[src/rtl/weight_sort_buffer.sv]
// rtl/weight_sort_buffer.sv - insertion-sort record buffer, pops largest signed 9-bit key first
module weight_sort_buffer #(
  parameter int DEPTH = 8,
  parameter int CW    = 4
) (
  input  logic          clk,
  input  logic          rst,
  input  logic          clear,
  input  logic          in_valid,
  input  logic [13:0]   in_data,
  output logic          in_ready,
  output logic          out_valid,
  output logic [13:0]   out_data,
  input  logic          out_ready,
  output logic [CW-1:0] count
);

  localparam logic [CW-1:0] FULL_C = CW'(DEPTH);

  logic [13:0]      slot_q [DEPTH];
  logic [13:0]      slot_d [DEPTH];
  logic [DEPTH-1:0] valid_q, valid_d;
  logic [CW-1:0]    count_q, count_d;

  logic [13:0]      up_w   [DEPTH];
  logic [13:0]      down_w [DEPTH];
  logic [DEPTH-1:0] ge;
  logic [CW-1:0]    pos_push, pos_pop, pos;
  logic             push, pop;

  assign in_ready  = (count_q != FULL_C);
  assign out_valid = (count_q != '0);
  assign out_data  = slot_q[0];
  assign count     = count_q;

  assign push = in_valid & in_ready;
  assign pop  = out_valid & out_ready;

  // Neighbour views; the ends read zero so shifted-in slots stay cleared.
  for (genvar g = 0; g < DEPTH; g++) begin : g_nb
    if (g < DEPTH - 1) begin : g_up
      assign up_w[g] = slot_q[g+1];
    end else begin : g_up_end
      assign up_w[g] = '0;
    end
    if (g > 0) begin : g_dn
      assign down_w[g] = slot_q[g-1];
    end else begin : g_dn_end
      assign down_w[g] = '0;
    end
  end

  // Contiguous valid slots are sorted, so the >= hits form a prefix whose
  // length is the insert position; >= places a new record behind equal keys.
  always_comb begin
    ge       = '0;
    pos_push = '0;
    for (int i = 0; i < DEPTH; i++) begin
      ge[i]    = valid_q[i] & ($signed(slot_q[i][8:0]) >= $signed(in_data[8:0]));
      pos_push = pos_push + CW'(ge[i]);
    end
    pos_pop = pos_push - CW'(ge[0]);
  end

  always_comb begin
    slot_d  = slot_q;
    count_d = count_q;
    pos     = '0;
    if (clear) begin
      for (int i = 0; i < DEPTH; i++) slot_d[i] = '0;
      count_d = '0;
    end else if (push && pop) begin
      // Head leaves; entries ranked above the new record move up, the rest stay.
      pos = pos_pop;
      for (int i = 0; i < DEPTH; i++) begin
        if (CW'(i) < pos)       slot_d[i] = up_w[i];
        else if (CW'(i) == pos) slot_d[i] = in_data;
      end
    end else if (push) begin
      pos = pos_push;
      for (int i = 0; i < DEPTH; i++) begin
        if (CW'(i) == pos)     slot_d[i] = in_data;
        else if (CW'(i) > pos) slot_d[i] = down_w[i];
      end
      count_d = count_q + 1'b1;
    end else if (pop) begin
      for (int i = 0; i < DEPTH; i++) slot_d[i] = up_w[i];
      count_d = count_q - 1'b1;
    end
    for (int i = 0; i < DEPTH; i++) valid_d[i] = (CW'(i) < count_d);
  end

  always_ff @(posedge clk or posedge rst) begin
    if (rst) begin
      for (int i = 0; i < DEPTH; i++) slot_q[i] <= '0;
      valid_q <= '0;
      count_q <= '0;
    end else begin
      for (int i = 0; i < DEPTH; i++) slot_q[i] <= slot_d[i];
      valid_q <= valid_d;
      count_q <= count_d;
    end
  end

endmodule

[config.mk]
export PLATFORM = sky130hd
export DESIGN_NAME = weight_sort_buffer
export DESIGN_NICKNAME = d
export VERILOG_FILES = /design/src/rtl/weight_sort_buffer.sv
export SDC_FILE = /design/constraint.sdc
export NUM_CORES = 1
export LEC_CHECK = 0
export ABC_CLOCK_PERIOD_IN_PS = 16900
export CORE_MARGIN = 4
export CORE_UTILIZATION = 45
export CTS_CLUSTER_DIAMETER = 60
export DETAILED_ROUTE_END_ITERATION = 12
export GPL_TIMING_DRIVEN = 0
export SLEW_MARGIN = 20
export SYNTH_ARGS = -nofsm -noshare
export SYNTH_HDL_FRONTEND = slang
export SYNTH_SLANG_ARGS = --single-unit
[constraint.sdc]
create_clock -name clk -period 16.9 [get_ports clk]
set_clock_uncertainty 0.05 [all_clocks]
set_input_delay 5.07 -clock clk [delete_from_list [all_inputs] [get_ports clk]]
set_output_delay 5.07 -clock clk [all_outputs]
set_load 0.02 [all_outputs]
### After elaboration in Yosys (flattened, before gate mapping)

Cells that the tools add are included.

| storage, ports and cells | value |
|---|---|
| bits in registers | 124 |
| bits of input ports | 19 |
| output and inout port bits | 20 |
| logic and storage cells | 146 |

| operators by class | value |
|---|---|
| $add $sub $neg | 10 |
| $lt $le $gt $ge | 32 |
| equality and inequality tests | 31 |
| mux-type cells | 40 |
| bitwise gates (word level) | 10 |
| reduce and logical (&&, ||, !) cells | 13 |

Operators with widths:

| operator | number |
|---|---|
| two-way mux 112 bit | 4 |
| two-way mux 14 bit | 32 |
| greater-or-equal comparator 9 bit | 8 |
| inequality test 5 x 2 -> 1 bit, second input constant | 8 |
| equality test 3 x 4 -> 1 bit, first input constant | 8 |
| < comparator 3 x 4 -> 1 bit, first input constant | 8 |
| inequality test 4 x 2 -> 1 bit, second input constant | 8 |
| AND reduction 3 bit | 8 |
| adder 4 x 1 -> 4 bit | 4 |
| equality test 2 x 4 -> 1 bit, first input constant | 4 |
| > comparator 3 x 4 -> 1 bit, first input constant | 4 |
| < comparator 1 x 4 -> 1 bit, first input constant | 4 |
| < comparator 2 x 4 -> 1 bit, first input constant | 4 |
| two-way mux 4 bit | 4 |
| bitwise AND 1 bit | 10 |
| equality test 1 x 4 -> 1 bit, first input constant | 2 |
| > comparator 1 x 4 -> 1 bit, first input constant | 2 |
| > comparator 2 x 4 -> 1 bit, first input constant | 2 |
| zero test 4 bit | 2 |
| nonzero test 4 bit | 2 |
| adder 3 x 1 -> 4 bit | 1 |
| adder 4 x 1 -> 4 bit, second input constant | 1 |
| inequality test 4 bit, second input constant | 1 |
| subtractor 4 x 1 -> 4 bit | 1 |
| 4 further kinds | 4 |

### Depth between registers and ports, before layout

| logic depth | value |
|---|---|
| depth in word-level cells | 15 |
| gate-level depth with buffers | 25 |
| gate-level depth less buffers | 23 |

### Worst setup path before layout

OpenSTA, ideal clock, no wires.

| timing path | value |
|---|---|
| path kind | input port to flip-flop |
| start point | input port in_data[1] |
| end point | register slot_q, in the netlist down_w[0] |
| data arrival time | 10841 ps |
| path slack | 5887 ps |
| stages on the path | 24 |
| cell sequence | clkbuf_1 -> inv_1 -> ha_1 -> a21o_1 -> a21o_1 -> a21oi_1 -> o21ai_0 -> nor2b_1 -> fa_1 -> inv_1 -> fa_1 -> fa_1 -> inv_1 -> ha_1 -> fa_1 -> buf_2 -> inv_1 -> ha_1 -> or2_2 -> o211ai_2 -> a21oi_1 -> buf_2 -> o32a_1 -> a32o_1 |

| on the way | value |
|---|---|
| cells in the longest elaborated chain, start to end | 14 |
| elaborated cells on any way between the ends | 36 |
| classes of those cells | 8 x add/sub; 10 x order compare; 4 x eq/ne; 5 x mux; 8 x bitwise; 1 x reduce/logical |

RTL lines:

| item | line | text |
|---|---|---|
| start: declaration | 10 | `input logic [13:0] in_data,` |
| greater-or-equal comparator 9 bit | 59 | `ge[i] = valid_q[i] & ($signed(slot_q[i][8:0]) >= $signed(in_data[8:0]));` |
| bitwise AND 1 bit | 59 |  |
| adder 1 x 1 -> 2 bit | 60 | `pos_push = pos_push + CW'(ge[i]);` |
| adder 2 x 1 -> 3 bit | 60 |  |
| adder 3 x 1 -> 4 bit | 60 |  |
| adder 4 x 1 -> 4 bit (4 in series) | 60 |  |
| subtractor 4 x 1 -> 4 bit / equality test 3 x 4 -> 1 bit (equally long branches) | 62, 82 |  |
| < comparator 3 x 4 -> 1 bit / two-way mux 14 bit (equally long branches) | 76, 82 |  |
| two-way mux 14 bit / two-way mux 112 bit (equally long branches) | 76, 79 |  |
| two-way mux 112 bit | 72 | `end else if (push && pop) begin` |
| two-way mux 112 bit | 69 | `if (clear) begin` |
| end: declaration | 20 | `logic [13:0] slot_q [DEPTH];` |

Parallel ways exist; a longest one is shown, timed or not.
A chain may end at the register's enable or synchronous reset.

### Worst setup path after layout

| timing path | value |
|---|---|
| start point | input port in_data[1] |
| end point | register slot_q, in the netlist down_w[62] |

| on the way | value |
|---|---|
| cells in the longest elaborated chain, start to end | 14 |
| elaborated cells on any way between the ends | 36 |
| classes of those cells | 8 x add/sub; 10 x order compare; 4 x eq/ne; 5 x mux; 8 x bitwise; 1 x reduce/logical |

RTL lines:

| item | line |
|---|---|
| greater-or-equal comparator 9 bit | 59 |
| bitwise AND 1 bit | 59 |
| adder 1 x 1 -> 2 bit | 60 |
| adder 2 x 1 -> 3 bit | 60 |
| adder 3 x 1 -> 4 bit | 60 |
| adder 4 x 1 -> 4 bit (4 in series) | 60 |
| subtractor 4 x 1 -> 4 bit / equality test 2 x 4 -> 1 bit (equally long branches) | 62, 82 |
| < comparator 2 x 4 -> 1 bit / two-way mux 14 bit (equally long branches) | 76, 82 |
| two-way mux 14 bit / two-way mux 112 bit (equally long branches) | 76, 79 |
| two-way mux 112 bit | 72 |
| two-way mux 112 bit | 69 |

Parallel ways exist; a longest one is shown, timed or not.

==> impl_metrics.ini <==
[sta]
layout_worst_path_cycle_share_pct = 77.73
setup_viol = 0
drv_slew = 0
max_freq_mhz = 76.13
worst_slew_pin_slew_ns = 1.185
hold_violations = 0
maxSlewHeadroom_pct = 19.99
rsz0062_at_grt = false
setup-tns-final_ns = 0
finalCriticalPeriod_ns = 13.14
whs_ns = 0.4667

[critical_path]
crit_required_ns = 17.16
crit_path_end_kind = register
arrival_ns = 13.39
worstPathMaxFanout = 10
critical_path_class = in -> reg
critPathLaunchType = primary input

[route]
drc = 0
ant_nets = 0
drtIter0Drc = 606
via_per_inst = 6.265
finalWirelength_um = 31850
wl_per_cell_um = 22.34
vias = 8934
first_pass_iters = 6

[power_and_ir_drop]
power.internal_mw = 1.142
p_sw_share_pct = 51.14
p_clk_share_pct = 15.9
p_leak_nw = 4.825
power_density_nw_per_um2 = 214.3
power_switching_mw = 1.195
seqPwrFrac_pct = 22.1
ir_worst_vdd_uv = 307.6
power.share.combinational_pct = 62.1

[worst_hold_path]
holdCritPathClass = reg -> reg

[finish]
seq_area_um2 = 3078
final_cell_mix = nand2_1, dfrtp_1, nor2_1
multi_input_area_um2 = 5879
layout-drive-gt1-share_pct = 10.95
synthToLayoutAreaGrowth_pct = 13.97
final_common_cell = nand2_1
diodes = 0
fillCellCount = 2078
nets = 1240

[die]
start_util_pct = 45.68
core_area_um2 = 20960
die_w_um = 153.9
die-area_um2 = 23670
rows = 53
die_h_um = 153.9
io_pins = 39

[clock_tree]
h-tree-depth = 4
path_clk_slew_ns = 0.06
ctsHoldBuffers = 0
clockRootBuffer = clkbuf_16
tritoncts = done
cts_sinks = 123
clock_latency_ns = 0.43
ctsResizeCount = 0
cts_buffers = 17
clockBufferDepth = 2
postCtsSetupRepairBufs = 0

[place]
gp_congestion = 0.9209
dpl.hpwl_um = 25050
io_buffers = 37

[synthesis]
ys_types = 79
synth_edf_count = 0
synth-main-ff-cell = dfrtp_1
ys_warn_count = 0
syn_area_per_cell_um2 = 8.856
async_reset_ff_share_pct = 100.0
synth-seq-cells = 123
netlist_area_um2 = 9573
yosysSeqAreaShare_pct = 32.15
syn_inst = 1081
synth_nets = 1183

[grt]
grtUsageMet1_pct = 37.82
grt_start_max_net_pins = 70
antenna_found_initial = 0
grt_use_met2_pct = 42.22
met3_usage_pct = 4.672
grt_overflow = 0
top_usage_layer = met2
track_usage_pct = 27.15
first_global_vias = 8839
grt_pass1_wl_um = 50830

[outcome]
outcome = complete, no violations

[run]
max-cap-violations = 0
==> cells in the mapped netlist (all sizes together) (6+ instances only) <==
| library cell | instances | share of area, % |
|---|---|---|
| a22oi | 14 | 1.2 |
| o21ai | 61 | 3.2 |
| dfrtp | 123 | 32 |
| nand3 | 22 | 1.2 |
| buf | 51 | 3.3 |
| o41ai | 13 | 1.3 |
| o32a | 15 | 1.6 |
| nor3 | 24 | 1.6 |
| a32o | 53 | 5.5 |
| nor4 | 6 | 0.77 |
| clkbuf | 38 | 1.5 |
| nand2b | 18 | 1.2 |
| o22ai | 27 | 1.8 |
| a21o | 24 | 1.9 |
| nor2b | 9 | 0.59 |
| o31ai | 7 | 0.55 |
| a21oi | 37 | 2.1 |
| inv | 41 | 1.6 |
| o211ai | 27 | 2.3 |
| mux2i | 25 | 2.6 |
| nor2 | 90 | 3.6 |
| a31oi | 11 | 0.72 |
| a211oi | 8 | 1.1 |
| a22o | 13 | 1.2 |
| ha | 79 | 10 |
| nand2 | 163 | 6.4 |
| o22a | 13 | 1.2 |
==> metal layers <==
layer  up-vias  wire, µm
met5         -         0
li1       4174         -
met3        64      2060
met2       325     14480
met4         0      1116
met1      4371     14190
==> worst paths after layout <==
path	from	endpoint	slack, ns	depth (start not counted)
setup / recovery	in_data[1]	down_w[62]$_DFFE_PP0P_	3.76	26
hold / removal	down_w[27]$_DFFE_PP0P_	down_w[27]$_DFFE_PP0P_	0.47	1
setup reg to reg	out_data[0]$_DFFE_PP0P_	down_w[62]$_DFFE_PP0P_	9.26	25
hold reg to reg	down_w[27]$_DFFE_PP0P_	down_w[27]$_DFFE_PP0P_	0.47	1
max in group asynchronous	rst	down_w[78]$_DFFE_PP0P_	11.07	3
min in group asynchronous	rst	slot_q[11]$_DFFE_PP0P_	5.01	2
==> cells by family after synthesis <==
| family | after synthesis | share of synthesized area [%] |
|---|---|---|
| mux | 26 | 2.732 |
| buf+inv | 130 | 6.431 |
| flops | 123 | 32.15 |
| simple gates | 353 | 16.87 |
| compound gates | 360 | 29.79 |
| fa+ha+maj | 83 | 11.16 |
| xor+xnor | 6 | 0.8626 |
==> through the flow <==
step	cells	total power [mW]	cell area, µm²	util [%]	setup WS, ns
finish	1426	2.338	10910	52.07	3.764
global route	1426	2.508	10910	52.07	3.405
CTS	1426	2.311	10910	52.07	3.850
detailed placement	1394	1.934	10320	49.26	3.444
global placement	1393	1.924	10290	49.09	3.404
floorplan	1081	1.509	9573	-	5.887
==> flip-flops by register name, summed over array words and instances, names as in the netlist <==
| register | cells |
|---|---|
| down_w | 84 |
| slot_q | 14 |
| valid_q | 7 |
| out_data | 14 |
| count | 4 |
==> power by group through the flow <==
stage               sequential, mW  combinational, mW  clock [mW]
floorplan                    0.481               1.03           0
global placement             0.518               1.41           0
detailed placement           0.517               1.42           0
CTS                          0.513               1.42       0.374
global route                 0.527               1.59       0.389
finish                       0.516               1.45       0.371
==> worst max-delay path: stages <==
cell,delay (ns)
clkdlybuf4s50_1,0.50
clkbuf_1,0.47
inv_1,0.38
ha_1,0.39
a21o_1,0.11
a21o_1,0.12
a21oi_1,0.07
o21ai_0,0.15
nor2b_1,0.52
fa_1,0.52
inv_1,0.09
fa_1,0.41
fa_1,0.56
inv_1,0.04
ha_1,0.30
fa_1,0.53
buf_2,0.24
inv_1,0.18
ha_1,0.41
or2_2,0.36
o311ai_0,0.98
nor4_1,0.17
clkbuf_1,0.32
nand2_1,0.14
nand2_1,0.07
a32o_1,0.28
==> final cells by class <==
class                      count  share of cell area (%)
inverter                      41                   1.479
clock buffer                  19                   4.060
multi-input combinational    828                   53.89
timing repair buffer          38                   3.647
sequential                   123                   28.21
buffer                        89                   4.232
clock inverter                13                   1.330
tap                          275                   3.154
(Power assumes the default switching activity.)
